===== src/rtl/ibex_mem_arbiter.sv =====
// Shares one external memory bus between the ibex instruction and data ports.
// Optional MEM_ARB_FAIRNESS_EN forces an instr grant after StarveLim waiting cycles.
module ibex_mem_arbiter #(
  parameter int unsigned AW        = 7,
  parameter int unsigned DW        = 4,
  parameter int unsigned MaxOutst  = 2,
  parameter int unsigned StarveLim = 8
) (
  input  logic          clk_i,
  input  logic          rst_i,
  input  logic          instr_req_i,
  input  logic [AW-1:0] instr_addr_i,
  output logic          instr_gnt_o,
  output logic          instr_rvalid_o,
  output logic [DW-1:0] instr_rdata_o,
  output logic          instr_err_o,
  input  logic          data_req_i,
  input  logic          data_we_i,
  input  logic [AW-1:0] data_addr_i,
  input  logic [DW-1:0] data_wdata_i,
  output logic          data_gnt_o,
  output logic          data_rvalid_o,
  output logic [DW-1:0] data_rdata_o,
  output logic          data_err_o,
  output logic          mem_req_o,
  output logic          mem_we_o,
  output logic [AW-1:0] mem_addr_o,
  output logic [DW-1:0] mem_wdata_o,
  input  logic          mem_gnt_i,
  input  logic          mem_rvalid_i,
  input  logic [DW-1:0] mem_rdata_i,
  input  logic          mem_err_i,
  output logic          spurious_o
);

  localparam int unsigned PW =
    (MaxOutst > 1) ? $clog2(MaxOutst) : 1;
  localparam int unsigned CW = $clog2(MaxOutst + 1);

  typedef enum logic [1:0] {
    IDLE,
    HOLD_I,
    HOLD_D
  } state_e;

  state_e        state_q, state_d;
  logic          owner_q [MaxOutst];
  logic [PW-1:0] wr_ptr_q, rd_ptr_q;
  logic [CW-1:0] cnt_q;
  logic          spur_q;

  logic sel_i, sel_d;
  logic slot_ok;
  logic push, pop;
  logic head;
  logic instr_first;

  function automatic logic [PW-1:0] ptr_inc(
    input logic [PW-1:0] p
  );
    if (p == PW'(MaxOutst - 1)) return '0;
    return p + PW'(1);
  endfunction

`ifdef MEM_ARB_FAIRNESS_EN
  localparam int unsigned SW = $clog2(StarveLim + 1);
  logic [SW-1:0] starve_q;

  assign instr_first =
    instr_req_i && (starve_q >= SW'(StarveLim));

  always_ff @(posedge clk_i) begin
    if (rst_i) begin
      starve_q <= '0;
    end else if (!instr_req_i || instr_gnt_o) begin
      starve_q <= '0;
    end else if (starve_q < SW'(StarveLim)) begin
      starve_q <= starve_q + SW'(1);
    end
  end
`else
  assign instr_first = 1'b0;
`endif

  // A response in this cycle frees a slot for a grant in the same cycle.
  assign pop     = mem_rvalid_i && (cnt_q != '0) && !rst_i;
  assign slot_ok = (cnt_q < CW'(MaxOutst)) || pop;
  assign head    = owner_q[rd_ptr_q];

  always_comb begin
    state_d = state_q;
    sel_i   = 1'b0;
    sel_d   = 1'b0;
    unique case (state_q)
      IDLE: begin
        if (data_req_i && !instr_first) sel_d = 1'b1;
        else if (instr_req_i)           sel_i = 1'b1;
      end
      HOLD_I: begin
        if (!instr_req_i) state_d = IDLE;
        else              sel_i   = 1'b1;
      end
      HOLD_D: begin
        if (!data_req_i) state_d = IDLE;
        else             sel_d   = 1'b1;
      end
      default: state_d = IDLE;
    endcase
    if (mem_req_o) begin
      if (mem_gnt_i)  state_d = IDLE;
      else if (sel_d) state_d = HOLD_D;
      else            state_d = HOLD_I;
    end
  end

  assign mem_req_o = (sel_i || sel_d) && slot_ok && !rst_i;
  assign push      = mem_req_o && mem_gnt_i;

  always_comb begin
    mem_we_o    = 1'b0;
    mem_addr_o  = '0;
    mem_wdata_o = '0;
    if (mem_req_o) begin
      unique case (1'b1)
        sel_d: begin
          mem_we_o    = data_we_i;
          mem_addr_o  = data_addr_i;
          mem_wdata_o = data_wdata_i;
        end
        sel_i: begin
          mem_addr_o  = instr_addr_i;
        end
        default: ;
      endcase
    end
  end

  assign instr_gnt_o = push && sel_i;
  assign data_gnt_o  = push && sel_d;

  assign instr_rvalid_o = pop && !head;
  assign data_rvalid_o  = pop && head;

  assign instr_rdata_o =
    instr_rvalid_o ? mem_rdata_i : '0;
  assign data_rdata_o =
    data_rvalid_o ? mem_rdata_i : '0;
  assign instr_err_o = instr_rvalid_o && mem_err_i;
  assign data_err_o  = data_rvalid_o && mem_err_i;

  assign spurious_o = spur_q;

  always_ff @(posedge clk_i) begin
    if (rst_i) begin
      state_q  <= IDLE;
      wr_ptr_q <= '0;
      rd_ptr_q <= '0;
      cnt_q    <= '0;
      spur_q   <= 1'b0;
      for (int i = 0; i < int'(MaxOutst); i++) begin
        owner_q[i] <= 1'b0;
      end
    end else begin
      state_q <= state_d;
      if (push) begin
        owner_q[wr_ptr_q] <= sel_d;
        wr_ptr_q          <= ptr_inc(wr_ptr_q);
      end
      if (pop) rd_ptr_q <= ptr_inc(rd_ptr_q);
      case ({push, pop})
        2'b10:   cnt_q <= cnt_q + CW'(1);
        2'b01:   cnt_q <= cnt_q - CW'(1);
        default: ;
      endcase
      if (mem_rvalid_i && (cnt_q == '0)) spur_q <= 1'b1;
    end
  end

endmodule


===== config.mk =====
export PLATFORM = sky130hd
export DESIGN_NAME = ibex_mem_arbiter
export DESIGN_NICKNAME = d
export VERILOG_FILES = /design/src/rtl/ibex_mem_arbiter.sv
export SDC_FILE = /design/constraint.sdc
export NUM_CORES = 1
export LEC_CHECK = 0
export ABC_CLOCK_PERIOD_IN_PS = 2000
export CORE_MARGIN = 10
export CORE_UTILIZATION = 33
export CTS_CLUSTER_DIAMETER = 120
export CTS_CLUSTER_SIZE = 40
export DETAILED_ROUTE_END_ITERATION = 7
export PLACE_DENSITY = 0.8
export SETUP_SLACK_MARGIN = 0.4
export SKIP_CTS_REPAIR_TIMING = 1
export SYNTH_ARGS = -nofsm -noshare
export SYNTH_HDL_FRONTEND = slang
export SYNTH_SLANG_ARGS = --single-unit

===== constraint.sdc =====
create_clock -name clk_i -period 2 [get_ports clk_i]
set_input_delay 0.2 -clock clk_i [delete_from_list [all_inputs] [get_ports clk_i]]
set_output_delay 0.2 -clock clk_i [all_outputs]
set_load 0.005 [all_outputs]

==> run metrics <==
status=completed; fin nets=roughly 210; Worst-Margin Slew=about 0.32 ns; Unique masters post-synth=27; syn_nets=127; Crit Path Class=flip-flop to output pin; routed length on met1=~1300 µm; critical path fanouts, max=9; Fmax achieved=about 0.51 GHz; Synth area leader=dfxtp_1; clock sink count=10; Syn. warnings=0; Final Max Slew Viols=0; Mean Syn Cell Area=between 7 and 8 µm²; Worst path slowest cell=clkdlybuf4s50_1; startpoint type of the worst setup path=flip-flop; Post-Syn Area=between 700 and 800 µm²; GPL Wtd Cong=about 0.80; routed len/inst=about 18 µm; Die Footprint=roughly 0.0046 mm²; Period Utilization, post-route=between 90% and 100%; global-route wire length before repair=4330 µm; GR Overflow Total=0; Hold Vio Cnt, Final=0; RSZ-0062 raised after global routing=yes; wire length on met3=between 100 and 150 µm; min cycle time layout=1.97 ns; first-pass iteration count of the detailed router=4; critical-path cell list=nor2b_4 -> buf_6 -> nand3_1 -> a21oi_1 -> clkdlybuf4s50_1; hpwl dp=about 2500 µm; Max Cap Viol=0; ant diodes=0; routed wire length on met2=between 2000 and 2500 µm; routed vias=1045; detailed-route DRC error count=0; commonest non-fill, non-tap cell in the layout=clkdlybuf4s50_1; CTS buffer count=3; flops & latches, synth=10; Top Metal Used=met4; Critical Path Max Stage Delay=approximately 0.54 ns; share of cells above drive strength 1=roughly a third; Fillers=151; Multi-input gate area=~590 µm²; CP Capture Type=output pin; FF/Latch Area=231 µm²; starting density of the core=between 30 and 40%; CTS HTree Levels=1; port bufs=57; register area share after synthesis=between 20% and 30%; Cells after Synth=between 90 and 100; initial antenna violation count=0; number of instances in the placed design=190; VDD IR max=roughly 0.33 mV; clock transition at the registers of the reported paths=approximately 0.080 ns; # IOs=58; most frequent cells in the layout=clkdlybuf4s50_1, buf_4, dlymetal6s2s_1; static leakage=roughly 0.97 nW; Die Span Y=67.6 µm; post-synth top area share=a little over a fifth; DRT antenna net count=0; Crit path arrival time=~1.8 ns; total routed wirelength=3720 µm; largest net degree at the start of global routing=15; final hold slack=0.346 ns; Setup-failing EPs final=0; area added between synthesis and finish=125%; power density cells=about 410 mW/mm²; ranking of synthesized cells by area=dfxtp_1, and3_1, a21oi_1; die width=approximately 68 µm; global-route total usage across every layer=12.2%; Worst Clk Skew=between 0.01 and 0.015 ns; Max clock buf depth=2; vias in the first global route=950; setup_tns=0 ns; Avg Vias per Cell=between 5 and 6; required time of the worst setup path=~1.8 ns; fin cells=203; core area=approximately 0.0022 mm²; Max-slew headroom=around four fifths; root buffer cell=clkbuf_4; clk_lat worst skew=0.28 ns; FP Rows=17; CTS tree=done; Hold Crit Class=primary input to flip-flop; dpl cell area=around 0.0014 mm²; Final Cell Area=~0.0017 mm²; DRT iter0 DRCs=26
[where the power goes]
part | internal [mW] | leakage, nW | switching, mW | total, mW
registers | 0.222 | 0.0892 | 0.0185 | 0.241
clock network | 0.0725 | 0.0154 | 0.0821 | 0.155
logic | 0.176 | 0.865 | 0.117 | 0.293
[final cells by class]
cell class                      count  area share, %
Clock buffer                        3           1.34
Sequential cell                    10           13.8
Tap cell                           28           2.08
Multi-Input combinational cell     78           35.0
Inverter                            2          0.447
Timing Repair Buffer               81           47.1
Clock inverter                      1          0.223
[synth_stat cells (all sizes together)]
| master | number |
|---|---|
| a21oi | 12 |
| and3 | 16 |
| and4 | 3 |
| buf | 6 |
| dfxtp | 8 |
| edfxtp | 2 |
| ha | 1 |
| inv | 2 |
| mux2 | 1 |
| mux2i | 2 |
| nand2 | 9 |
| nand2b | 3 |
| nand3 | 7 |
| nor2 | 7 |
| nor2b | 3 |
| nor3 | 3 |
| o2111ai | 1 |
| o211a | 2 |
| o21ai | 4 |
| or3 | 2 |
| xnor2 | 1 |
| xor2 | 1 |
[per-layer routing]
metal	global-route usage, %	vias up
li1	-	505
met2	23.6	33
met5	0	-
met4	4.36	0
met3	3.31	8
met1	12.0	499
[stage by stage]
stage          worst slack, ns  total power, mW  util [%]
3_5_place_dp            -0.107            0.476      65.4
2_1_floorplan            0.407            0.330         -
4_1_cts                 -0.115            0.629      66.6
5_1_grt                -0.0104            0.724      76.7
6_report                0.0277            0.688      76.7
3_3_place_gp           -0.0516            0.468      65.4
[path summary, 6_finish.rpt]
kind,start,to,slack [ns],depth (start not counted)
worst max-delay path,state_q[1],mem_addr_o[3],0.03,5
worst min register to register,spurious_o,spurious_o,0.49,2
worst max register to register,state_q[1],cnt_q[1],0.33,7
worst min-delay path,mem_rvalid_i,spurious_o,0.35,3
[flip-flops by register name (all words and copies together) (netlist names), named ones only]
name,count
owner_q,2
cnt_q,2
wr_ptr_q,1
state_q,2
rd_ptr_q,1
spurious_o,1
[cells by family (layout without fill, tap and decap cells)]
family                   Yosys count  after routing  share of synthesized area, %
flip-flops                        10             10                          29.5
XOR/XNOR                           2              2                          2.35
AND/OR/NAND/NOR                   53             53                          39.7
buffers and inverters              8             87                          5.70
multiplexers                       3              3                          4.19
AO/OA/AOI/OAI                     19             19                          16.9
adder cells (fa/ha/maj)            1              1                          1.67
[critical path: cells and delay by family (launching register included)]
kind | cells | cell delay (ns)
buffers and inverters | 2 | 0.68
AND/OR/NAND/NOR | 2 | 0.23
flip-flops | 1 | 0.35
AO/OA/AOI/OAI | 1 | 0.22
Power figures use the tool's default switching activity.
